### src/rtl/mult_share_arbiter.sv
// mult_share_arbiter
//   Shares one sequential 8x8 multiplier among N requesters. Requests are
//   arbitrated round-robin while idle; the winner's operands are latched and a
//   start pulse is issued, the arbiter then waits on mul_busy (bounded by a
//   watchdog) and returns the product to the winner as a one-cycle pulse.
//
// Ports
//   clk, resetH        clock (rising edge), asynchronous active-high reset
//   req[N]             per-requester request level
//   req_a/req_b[8N]    operands, requester i at bits [8i+7:8i]
//   grant[N]           one-hot pulse: operands accepted
//   rsp_valid[N]       one-hot pulse: response for requester i
//   rsp_data[16]       product, or 0 when the operation timed out
//   rsp_err            set with rsp_valid when the operation timed out
//   mul_start          one-cycle start pulse to the multiplier
//   mul_a/mul_b[8]     registered operands to the multiplier
//   mul_busy           multiplier busy
//   mul_out[16]        multiplier product, valid while mul_busy is low
//   ops_count[16]      completed operations, saturating
module mult_share_arbiter #(
  parameter int N       = 4,
  parameter int TIMEOUT = 64
) (
  input  logic             clk,
  input  logic             resetH,
  input  logic [N-1:0]     req,
  input  logic [8*N-1:0]   req_a,
  input  logic [8*N-1:0]   req_b,
  output logic [N-1:0]     grant,
  output logic [N-1:0]     rsp_valid,
  output logic [15:0]      rsp_data,
  output logic             rsp_err,
  output logic             mul_start,
  output logic [7:0]       mul_a,
  output logic [7:0]       mul_b,
  input  logic             mul_busy,
  input  logic [15:0]      mul_out,
  output logic [15:0]      ops_count
);

  localparam int          IDW = (N > 1) ? $clog2(N) : 1;
  localparam int          TW  = $clog2(TIMEOUT);
  localparam int unsigned NU  = N;

  typedef enum logic [1:0] {IDLE, ISSUE, WAIT, RESP} state_t;

  state_t           state, state_nx;
  logic [IDW-1:0]   id, last, winner;
  logic             found;
  logic [7:0]       win_a, win_b;
  logic [TW-1:0]    tcnt;
  logic             tmo;
  int unsigned      idx;

  // Round-robin search starting just after the last winner.
  always_comb begin
    winner = '0;
    found  = 1'b0;
    idx    = 0;
    for (int unsigned k = 1; k <= NU; k++) begin
      idx = (32'(last) + k) % NU;
      if (!found && req[idx[IDW-1:0]]) begin
        found  = 1'b1;
        winner = idx[IDW-1:0];
      end
    end
  end

  always_comb begin
    win_a = '0;
    win_b = '0;
    for (int unsigned i = 0; i < NU; i++) begin
      if (IDW'(i) == winner) begin
        win_a = req_a[8*i +: 8];
        win_b = req_b[8*i +: 8];
      end
    end
  end

  assign tmo = (tcnt == TW'(TIMEOUT - 1));

  always_comb begin
    state_nx  = state;
    grant     = '0;
    rsp_valid = '0;
    mul_start = 1'b0;
    case (state)
      IDLE:  if (found) state_nx = ISSUE;
      ISSUE: begin
        grant[id] = 1'b1;
        mul_start = 1'b1;
        state_nx  = WAIT;
      end
      WAIT:  if (!mul_busy || tmo) state_nx = RESP;
      RESP: begin
        rsp_valid[id] = 1'b1;
        state_nx      = IDLE;
      end
      default: state_nx = IDLE;
    endcase
  end

  always_ff @(posedge clk or posedge resetH) begin
    if (resetH) begin
      state     <= IDLE;
      last      <= IDW'(N - 1);
      id        <= '0;
      mul_a     <= '0;
      mul_b     <= '0;
      tcnt      <= '0;
      rsp_data  <= '0;
      rsp_err   <= 1'b0;
      ops_count <= '0;
    end else begin
      state <= state_nx;
      case (state)
        IDLE: begin
          if (found) begin
            id    <= winner;
            last  <= winner;
            mul_a <= win_a;
            mul_b <= win_b;
          end
        end
        ISSUE: tcnt <= '0;
        WAIT: begin
          if (!mul_busy) begin
            rsp_data <= mul_out;
            rsp_err  <= 1'b0;
          end else if (tmo) begin
            rsp_data <= '0;
            rsp_err  <= 1'b1;
          end else begin
            tcnt <= tcnt + 1'b1;
          end
        end
        RESP: if (ops_count != '1) ops_count <= ops_count + 1'b1;
        default: ;
      endcase
    end
  end

endmodule

### config.mk
export PLATFORM = sky130hd
export DESIGN_NAME = mult_share_arbiter
export DESIGN_NICKNAME = d
export VERILOG_FILES = /design/src/rtl/mult_share_arbiter.sv
export SDC_FILE = /design/constraint.sdc
export NUM_CORES = 1
export LEC_CHECK = 0
export ABC_AREA = 1
export BUFFER_PORTS_ARGS = -buffer_cell sky130_fd_sc_hd__buf_2
export CORE_ASPECT_RATIO = 0.8
export CORE_MARGIN = 2
export CORE_UTILIZATION = 23
export CTS_CLUSTER_DIAMETER = 50
export DETAILED_ROUTE_END_ITERATION = 7
export PLACE_DENSITY_LB_ADDON = 0.08
export SLEW_MARGIN = 15
export SYNTH_ARGS = -nofsm -noshare
export SYNTH_HDL_FRONTEND = slang
export SYNTH_SLANG_ARGS = --single-unit
### constraint.sdc
create_clock -name clk -period 3.1 [get_ports clk]
set_clock_uncertainty 0.1 [all_clocks]
set_input_delay 0.31 -clock clk [delete_from_list [all_inputs] [get_ports clk]]
set_output_delay 0.31 -clock clk [all_outputs]
set_load 0.05 [all_outputs]
Word-level counts from Yosys, hierarchy flattened
Cells that the tools add are included.
W data, S select, Z words.
{"block": "totals", "word_cells": 90, "inputBits": 87, "register_bits": 61}
{"block": "classes", "n_eq_ne": 13, "mux": 39, "reduce_logical": 17, "order_cmp": 6, "n_addsub": 6}
{"op": "$mux W8", "count": 8}
{"op": "$mux W16", "count": 2}
{"op": "$add A16 B1 Y16 const B", "count": 1}
{"op": "$ne A16 B16 Y1 const B", "count": 1}
{"op": "$lt A2 B3 Y1 const B", "count": 5}
{"op": "$mux W1", "count": 12}
{"op": "$mux W2", "count": 6}
{"op": "$mux W6", "count": 2}
{"op": "$pmux W6 S2", "count": 1}
{"op": "$bmux W1 S2", "count": 4}
{"op": "$mux W4", "count": 2}
{"op": "$ne A2 B2 Y1 const B", "count": 4}
{"op": "$pmux W2 S4", "count": 1}
{"op": "$reduce_and A2 Y1", "count": 4}
{"op": "$add A6 B1 Y6 const B", "count": 1}
{"op": "$eq A6 B6 Y1 const B", "count": 1}
{"op": "$add A2 B1 Y2 const B", "count": 2}
{"op": "$add A2 B2 Y2 const B", "count": 2}
{"op": "$eq A2 B2 Y1 const A", "count": 2}
{"op": "$eq A2 B2 Y1 const B", "count": 2}
{"op": "$logic_and A1 B1 Y1", "count": 4}
{"op": "$logic_not A1 Y1", "count": 4}
{"op": "$logic_not A2 Y1", "count": 2}
{"op": "$reduce_and A3 Y1", "count": 1}
{"op": "7 further kinds", "count": 7}

Depth between registers and ports, before layout
Gate-level depths: netlist (run 1).
{"block": "logic_depth", "depth_word": 18, "depth_mapped": 15}

Worst setup path before layout (run 1)
No wires, ideal clock.
{"block": "synth_timing", "path_type": "reg-to-output", "from": "register state[1]", "to": "output grant[0]", "path_buffers": 0, "stages_incl_launch_ff": 5, "required_time_ps": 2690, "slack_ps": 472, "t_arrival_ps": 2218, "path_cell_list": "dfrtp_1 -> inv_1 -> ha_1 -> inv_1 -> nor3_1"}
{"block": "synth_via", "elab_chain_len": 2}
{"element": "start: declaration", "line_no": "47", "rtl": "state_t state, state_nx;"}
{"element": "start signal: assignment", "line_no": "115", "rtl": "state <= state_nx;"}
{"element": "$eq A2 B1 Y1", "line_no": "87", "rtl": "case (state)"}
{"element": "$mux W4", "line_no": "87"}
{"element": "end: declaration", "line_no": "29", "rtl": "output logic [N-1:0] grant,"}
Every way passes these cells.

Worst setup path in the final report (run 1)
{"block": "layout_timing", "from": "register last[0]", "to": "register mul_b[4]"}
{"block": "layout_via", "elab_chain_len": 18, "elab_cells_between_ends": 35, "cone_classes": "add/sub (4); eq/ne (3); mux (20); reduce/logical (8)"}
{"element": "start: declaration", "line_no": "48", "rtl": "logic [IDW-1:0] id, last, winner;"}
{"element": "start signal: assignment", "line_no": "106", "rtl": "last <= IDW'(N - 1);"}
{"element": "start signal: assignment", "line_no": "120", "rtl": "last <= winner;"}
{"element": "$add A2 B1 Y2", "line_no": "61", "rtl": "idx = (32'(last) + k) % NU;"}
{"element": "$bmux W1 S2", "line_no": "62", "rtl": "if (!found && req[idx[IDW-1:0]]) begin"}
{"element": "$mux W1 (not written as such)", "line_no": "62"}
{"element": "$mux W1", "line_no": "62"}
{"element": "$logic_not A1 Y1", "line_no": "62"}
{"element": "$logic_and A1 B1 Y1", "line_no": "62"}
{"element": "$mux W1", "line_no": "62"}
{"element": "$logic_not A1 Y1", "line_no": "62"}
{"element": "$logic_and A1 B1 Y1", "line_no": "62"}
{"element": "$mux W1", "line_no": "62"}
{"element": "$logic_not A1 Y1", "line_no": "62"}
{"element": "$logic_and A1 B1 Y1", "line_no": "62"}
{"element": "$mux W2", "line_no": "62"}
{"element": "$logic_not A2 Y1", "line_no": "73", "rtl": "if (IDW'(i) == winner) begin"}
{"element": "$mux W8 (4 in series)", "line_no": "73"}
{"element": "end signal: assignment", "line_no": "122", "rtl": "mul_b <= win_b;"}
{"element": "end: declaration", "line_no": "35", "rtl": "output logic [7:0] mul_b,"}
Several ways; a longest one is shown, not always the timed one. The select of a mux whose other input is x is not followed.
A chain may end at the register's enable or synchronous reset.

==> flow_metrics.py, run 1 <==
metrics = {
    "logic_synthesis": {
        "netlist.area_leader.share_pct": 41.6,
        "synth_top_family_by_area": "simple AND/OR/NAND/NOR gates",
        "synthMuxAreaShare_pct": 0,
        "synthXorXnorAreaFrac_pct": 3.46,
        "synthFlopType": "dfrtp_1",
        "synth_area_leader_cell": "dfrtp_1",
        "synth-compound-area-share_pct": 3.53,
        "synth_most_common_cell": "nand2_1",
        "yosys.cell_types.count": 35,
        "syn_area_per_cell_um2": 7.82,
        "seq_area_frac_synth_pct": 43.1,
        "async_reset_ff_share_pct": 100,
        "yosys.area_share.simple_pct": 40.3,
        "synth_fa_ha_area_share_pct": 2.47,
        "syn-num-nets": 548,
        "netlist_top_cells_count": "nand2_1 (145), nand3_1 (60), dfrtp_1 (59)",
        "synth_area_leaders": "dfrtp_1 (42%), nand2_1 (15%), nand3_1 (8.5%)",
        "ys_warn_count": 0,
        "synth_area_um2": 3550,
        "ys_ff_latch": 61,
        "synth_edf_count": 0,
        "syn-instance-count": 454,
    },
    "die": {
        "pin_count": 145,
        "num_rows": 40,
        "die_y_um": 115,
        "core_area_um2": 15100,
        "die-area_um2": 16400,
        "die_x_um": 143,
        "start_util_pct": 23.6,
    },
    "timing": {
        "layout_min_cycle_time_ps": 2730,
        "finalSetupViolations": 0,
        "rsz0062_at_grt": "false",
        "finalHoldViolCount": 0,
        "fin_setup_tns_ps": 0,
        "fmax_mhz": 366,
        "fin_ws_ps": 366,
        "period_share_pct": 88.2,
        "slew_headroom_pct": 61.5,
        "worst_slew_pin_slew_ps": 576,
        "slew_violations": 0,
        "timing.hold.ws_ps": 76.7,
    },
    "finish": {
        "nets": 690,
        "layout-drive-gt1-share_pct": 33.3,
        "final_util_pct": 32.0,
        "diodes": 0,
        "final.fill_count": 1642,
        "fin_cells": 811,
        "finalInstanceArea_um2": 4820,
        "area_growth_syn_to_layout_pct": 35.8,
    },
    "critical_path": {
        "r2r_start": "last[0]",
        "start_kind": "flop",
        "cp_common_cell": "nand2_1",
        "critPathArrivalTime_ps": 2900,
        "slowest_stage": "dfstp_2",
        "cp_slowest_stage_delay_ps": 680,
        "path_cells": "inv_2 -> nand2_1 -> nand2_1 -> nand2_1 -> nand2_1 -> nand4_4 -> nand3_4 -> nor2_8 -> nand2_1 -> nand4_1 -> nand2_1 -> nand2_1",
        "worstPathRequired_ps": 3270,
        "crit_fanout": 34,
        "crit_start": "last[0]",
        "worstSetupPathType": "reg2reg",
        "endpoint_kind": "flop",
    },
    "power": {
        "finalPower_mw": 6.15,
        "vdd_drop_max_uv": 329,
        "p_per_area_nw_per_um2": 1280,
        "p_leak_nw": 2.56,
    },
    "clock_tree": {
        "cts_buffers": 9,
        "path_clk_slew_ps": 50,
        "insertion_delay_ps": 330,
        "htreeDepth": 3,
        "clockBufferDepth": 2,
        "cts_resized": 0,
        "clock_sinks": 61,
        "clock-root-buffer": "clkbuf_16",
        "cts_tree": "yes",
    },
    "global_route": {
        "antenna_found_initial": 0,
        "grt_usage_pct": 13.2,
        "grt_pass1_vias": 3474,
        "grt_max_degree": 62,
        "grt_pass1_wl_mm": 17.1,
        "overflow": 0,
    },
    "detailed_routing": {
        "via_per_inst": 4.45,
        "drc": 0,
        "wl_mm": 10.8,
        "antenna_left": 0,
        "firstDrtPassIters": 5,
        "wire_per_inst_um": 13.3,
        "drt_iter0_drc": 261,
        "vias": 3606,
    },
    "placed_design": {
        "gp_congestion": 0.822,
        "hpwl_mm": 7.97,
        "pre_cts_ws_ps": 381,
        "dpl.cell_count": 794,
        "io_buffers": 144,
        "placedInstanceArea_um2": 4460,
    },
    "worst_hold_path": {
        "hold_path_class": "in2reg",
        "min_from": "mul_out[7]",
    },
    "outcome": {
        "status": "completed",
    },
    "job": {
        "maxCapViolCount": 0,
    },
}
==> kinds of logic (layout without fill, tap and decap cells) <==
kind of cell               Yosys count  in the layout
and+or+nand+nor                    295            295
DFF                                 61             61
buffers and inverters               56            203
AOI/OAI and AO/OA                   21             21
xor gates and xnor gates            14             14
adders and majority gates            7              7
==> timing repair <==
| action | 4_1_cts | 5_1_grt |
|---|---|---|
| hold endpoints to repair | 59 | 0 |
| hold buffers | 1 | 0 |
| buffers inserted | 0 | 0 |
==> worst paths after layout <==
kind                          endpoint  slack [ps]  depth (start not counted)
hold / removal             rsp_data[7]          80                          3
setup reg to reg              mul_b[4]         370                         12
min in group asynchronous     mul_a[1]         490                          4
hold reg to reg               mul_b[5]         370                          2
setup / recovery              mul_b[4]         370                         12
max in group asynchronous      last[1]        2090                          4
==> cell type report <==
class	instances	area [um2]	area share [%]
multi-input combinational	337	1770	36.7
sequential	61	1530	31.7
clock inverter	3	65.1	1.35
timing repair buffer	148	766	15.9
inverter	39	149	3.09
tap	210	263	5.45
clock buffer	13	280	5.82
==> critical path: cells and delay by family, from the launching register on <==
kind          cells  cell delay [ps]
buf+inv           1              150
flops             1              680
simple gates     11             1730
==> cell usage in the layout (no fill, tap or decap), drive strengths merged <==
cell type	synthesis	final
ha	7	7
nand3b	1	1
bufinv	0	2
clkbuf	4	13
nor3	16	16
buf	13	147
xnor2	5	5
nand3	62	62
nand4	34	34
nand2	163	163
a21oi	6	6
inv	39	39
dfstp	2	2
xor2	9	9
a31oi	1	1
nor3b	1	1
clkinv	0	1
dlygate4sd3	0	1
o22ai	3	3
a22o	1	1
nor2	18	18
o21ai	10	10
dfrtp	59	59
==> metal layers <==
layer / GRT usage, % / part of all wire (%)
met4: 4.29 / 2.2
met3: 3.87 / 6.3
met5: 0 / 0
met1: 16.9 / 46
met2: 21.4 / 46
==> power breakdown <==
group | switching [mW] | internal (mW)
clock network | 0.360 | 0.790
registers | 0.214 | 1.10
logic | 2.73 | 0.957
total | 3.31 | 2.84
==> state kept, by name, indices dropped and copies added, names as in the netlist, 2 cells and up <==
name / flops
mul_a: 8
id: 2
mul_b: 8
tcnt: 6
rsp_data: 16
ops_count: 16
last: 2
state: 2
(Power assumes the default switching activity.)
==> run 2, diff against run 1 <==
--- a/config.mk
+++ b/config.mk
@@ -10,9 +10,9 @@
 export CORE_ASPECT_RATIO = 0.8
 export CORE_MARGIN = 2
 export CORE_UTILIZATION = 23
-export CTS_CLUSTER_DIAMETER = 50
 export DETAILED_ROUTE_END_ITERATION = 7
 export PLACE_DENSITY_LB_ADDON = 0.08
+export REMOVE_ABC_BUFFERS = 1
 export SLEW_MARGIN = 15
 export SYNTH_ARGS = -nofsm -noshare
 export SYNTH_HDL_FRONTEND = slang
==> flow_metrics.py, run 2 (synthesis results as in run 1) <==
metrics = {
    "outcome": {
        "status": "completed",
    },
    "timing": {
        "rsz0062_at_grt": "false",
        "finalHoldViolCount": 0,
        "fin_setup_tns_ps": 0,
        "worst_slew_pin_slew_ps": 592,
        "fmax_mhz": 364,
        "period_share_pct": 88.6,
        "slew_violations": 0,
        "finalSetupViolations": 0,
        "layout_min_cycle_time_ps": 2750,
        "slew_headroom_pct": 60.4,
    },
    "die": {
        "die_x_um": 143,
        "die_y_um": 115,
        "num_rows": 40,
        "pin_count": 145,
        "die-area_um2": 16400,
        "core_area_um2": 15100,
        "start_util_pct": 23.6,
    },
    "placed_design": {
        "hpwl_mm": 8.11,
        "io_buffers": 144,
        "placedInstanceArea_um2": 4460,
        "gp_congestion": 0.805,
    },
    "power": {
        "internal_power_mw": 2.78,
        "p_per_area_nw_per_um2": 1270,
        "vdd_drop_max_uv": 379,
        "p_switching_mw": 3.31,
        "power_frac_seq_pct": 21.5,
        "p_leak_nw": 2.54,
        "combPwrFrac_pct": 60.4,
        "switching_share_pct": 54.3,
        "p_clk_share_pct": 18.1,
    },
    "global_route": {
        "met1_usage_pct": 18.4,
        "grt_use_met2_pct": 21.8,
        "antenna_found_initial": 0,
        "grt_usage_pct": 13.7,
        "grtUsageMet3_pct": 3.54,
        "grt_max_degree": 38,
        "overflow": 0,
        "top_usage_layer": "met2",
        "grt_pass1_wl_mm": 17.6,
        "grt_pass1_vias": 3392,
    },
    "clock_tree": {
        "cts_tree": "yes",
        "cts_hold_buf": 1,
        "cts_buffers": 9,
        "clockBufferDepth": 2,
        "path_clk_slew_ps": 60,
        "htreeDepth": 3,
        "cts_resized": 0,
        "insertion_delay_ps": 320,
        "postCtsSetupBuffers": 0,
        "clock-root-buffer": "clkbuf_16",
        "clock_sinks": 61,
    },
    "detailed_routing": {
        "antenna_left": 0,
        "wl_mm": 11.1,
        "vias": 3532,
        "via_per_inst": 4.36,
        "drt_iter0_drc": 147,
        "firstDrtPassIters": 5,
        "drc": 0,
        "wire_per_inst_um": 13.6,
    },
    "critical_path": {
        "slowest_stage": "dfstp_2",
        "start_kind": "flop",
        "endpoint_kind": "flop",
        "crit_fanout": 34,
        "ff2ff_setup_slack_ps": 350,
        "critPathTopFamily": "simple AND/OR/NAND/NOR gates",
        "path_cells": "inv_2 -> nand2_1 -> nand2_1 -> nand2_1 -> nand2_1 -> nand4_4 -> nand3_4 -> nor2_8 -> nand2_1 -> nand4_1 -> nand2_1 -> nand2_1",
        "cp_slowest_stage_delay_ps": 680,
        "worstSetupPathType": "reg2reg",
        "path_buf_inv": 1,
        "critPathArrivalTime_ps": 2910,
        "worstPathRequired_ps": 3260,
        "cp_common_cell": "nand2_1",
    },
    "finish": {
        "top_regs": "ops_count x16, rsp_data x16",
        "diodes": 0,
        "area_growth_syn_to_layout_pct": 35.3,
        "nets": 690,
        "final_cell_mix": "nand2_1 (145), buf_2 (144), nand3_1 (60)",
        "finalInstanceArea_um2": 4800,
        "layout-drive-gt1-share_pct": 33.1,
        "final_common_cell": "nand2_1",
    },
    "job": {
        "maxCapViolCount": 0,
    },
    "worst_hold_path": {
        "hold_path_class": "in2reg",
    },
}
==> run 2: through the flow <==
stage	setup WS [ps]	hold slack (ps)	total power [mW]	cells	util, %
after floorplan	472	328	4.09	437	-
after global placement	387	329	5.02	794	29.6
after detailed placement	333	318	5.04	794	29.6
after CTS	313	68.4	6.19	811	31.9
after global routing	68.4	74.9	6.60	811	31.9
final	353	84.4	6.09	811	31.9
==> run 2: worst register-to-register path, delay by kind of cell (launching register included) <==
kind / cells / cell delay [ps]
buffers and inverters: 1 / 150
DFF: 1 / 680
and+or+nand+nor: 11 / 1740
==> run 2: cell type report <==
cell class,count,area (um2)
Clock buffer,11,243
Inverter,39,149
Multi-Input combinational cell,337,1770
Fill cell,1695,10300
Timing Repair Buffer,148,766
Tap cell,210,263
Clock inverter,5,83.8
Sequential cell,61,1530
==> run 2: final timing paths <==
kind                                  from           to  depth (start not counted)
max in group asynchronous           resetH  rsp_data[8]                          4
worst max-delay path               last[0]     mul_b[0]                         12
worst max register to register     last[0]     mul_b[0]                         12
worst min register to register    mul_a[7]     mul_a[7]                          2
min in group asynchronous           resetH  rsp_data[1]                          3
worst min-delay path            mul_out[2]  rsp_data[2]                          3
==> run 2: power by group through the flow <==
stage / sequential (mW) / clock, mW / combinational (mW)
6_report: 1.31 / 1.10 / 3.67
3_5_place_dp: 1.33 / 0 / 3.71
2_1_floorplan: 2.06 / 0 / 2.03
5_1_grt: 1.35 / 1.18 / 4.07
3_3_place_gp: 1.32 / 0 / 3.70
4_1_cts: 1.32 / 1.15 / 3.72
==> run 2: routing by layer <==
layer	share of wire [%]	vias up
li1	-	1788
met1	46	1631
met2	46	101
met3	6.6	12
met4	1.2	0
met5	0	-
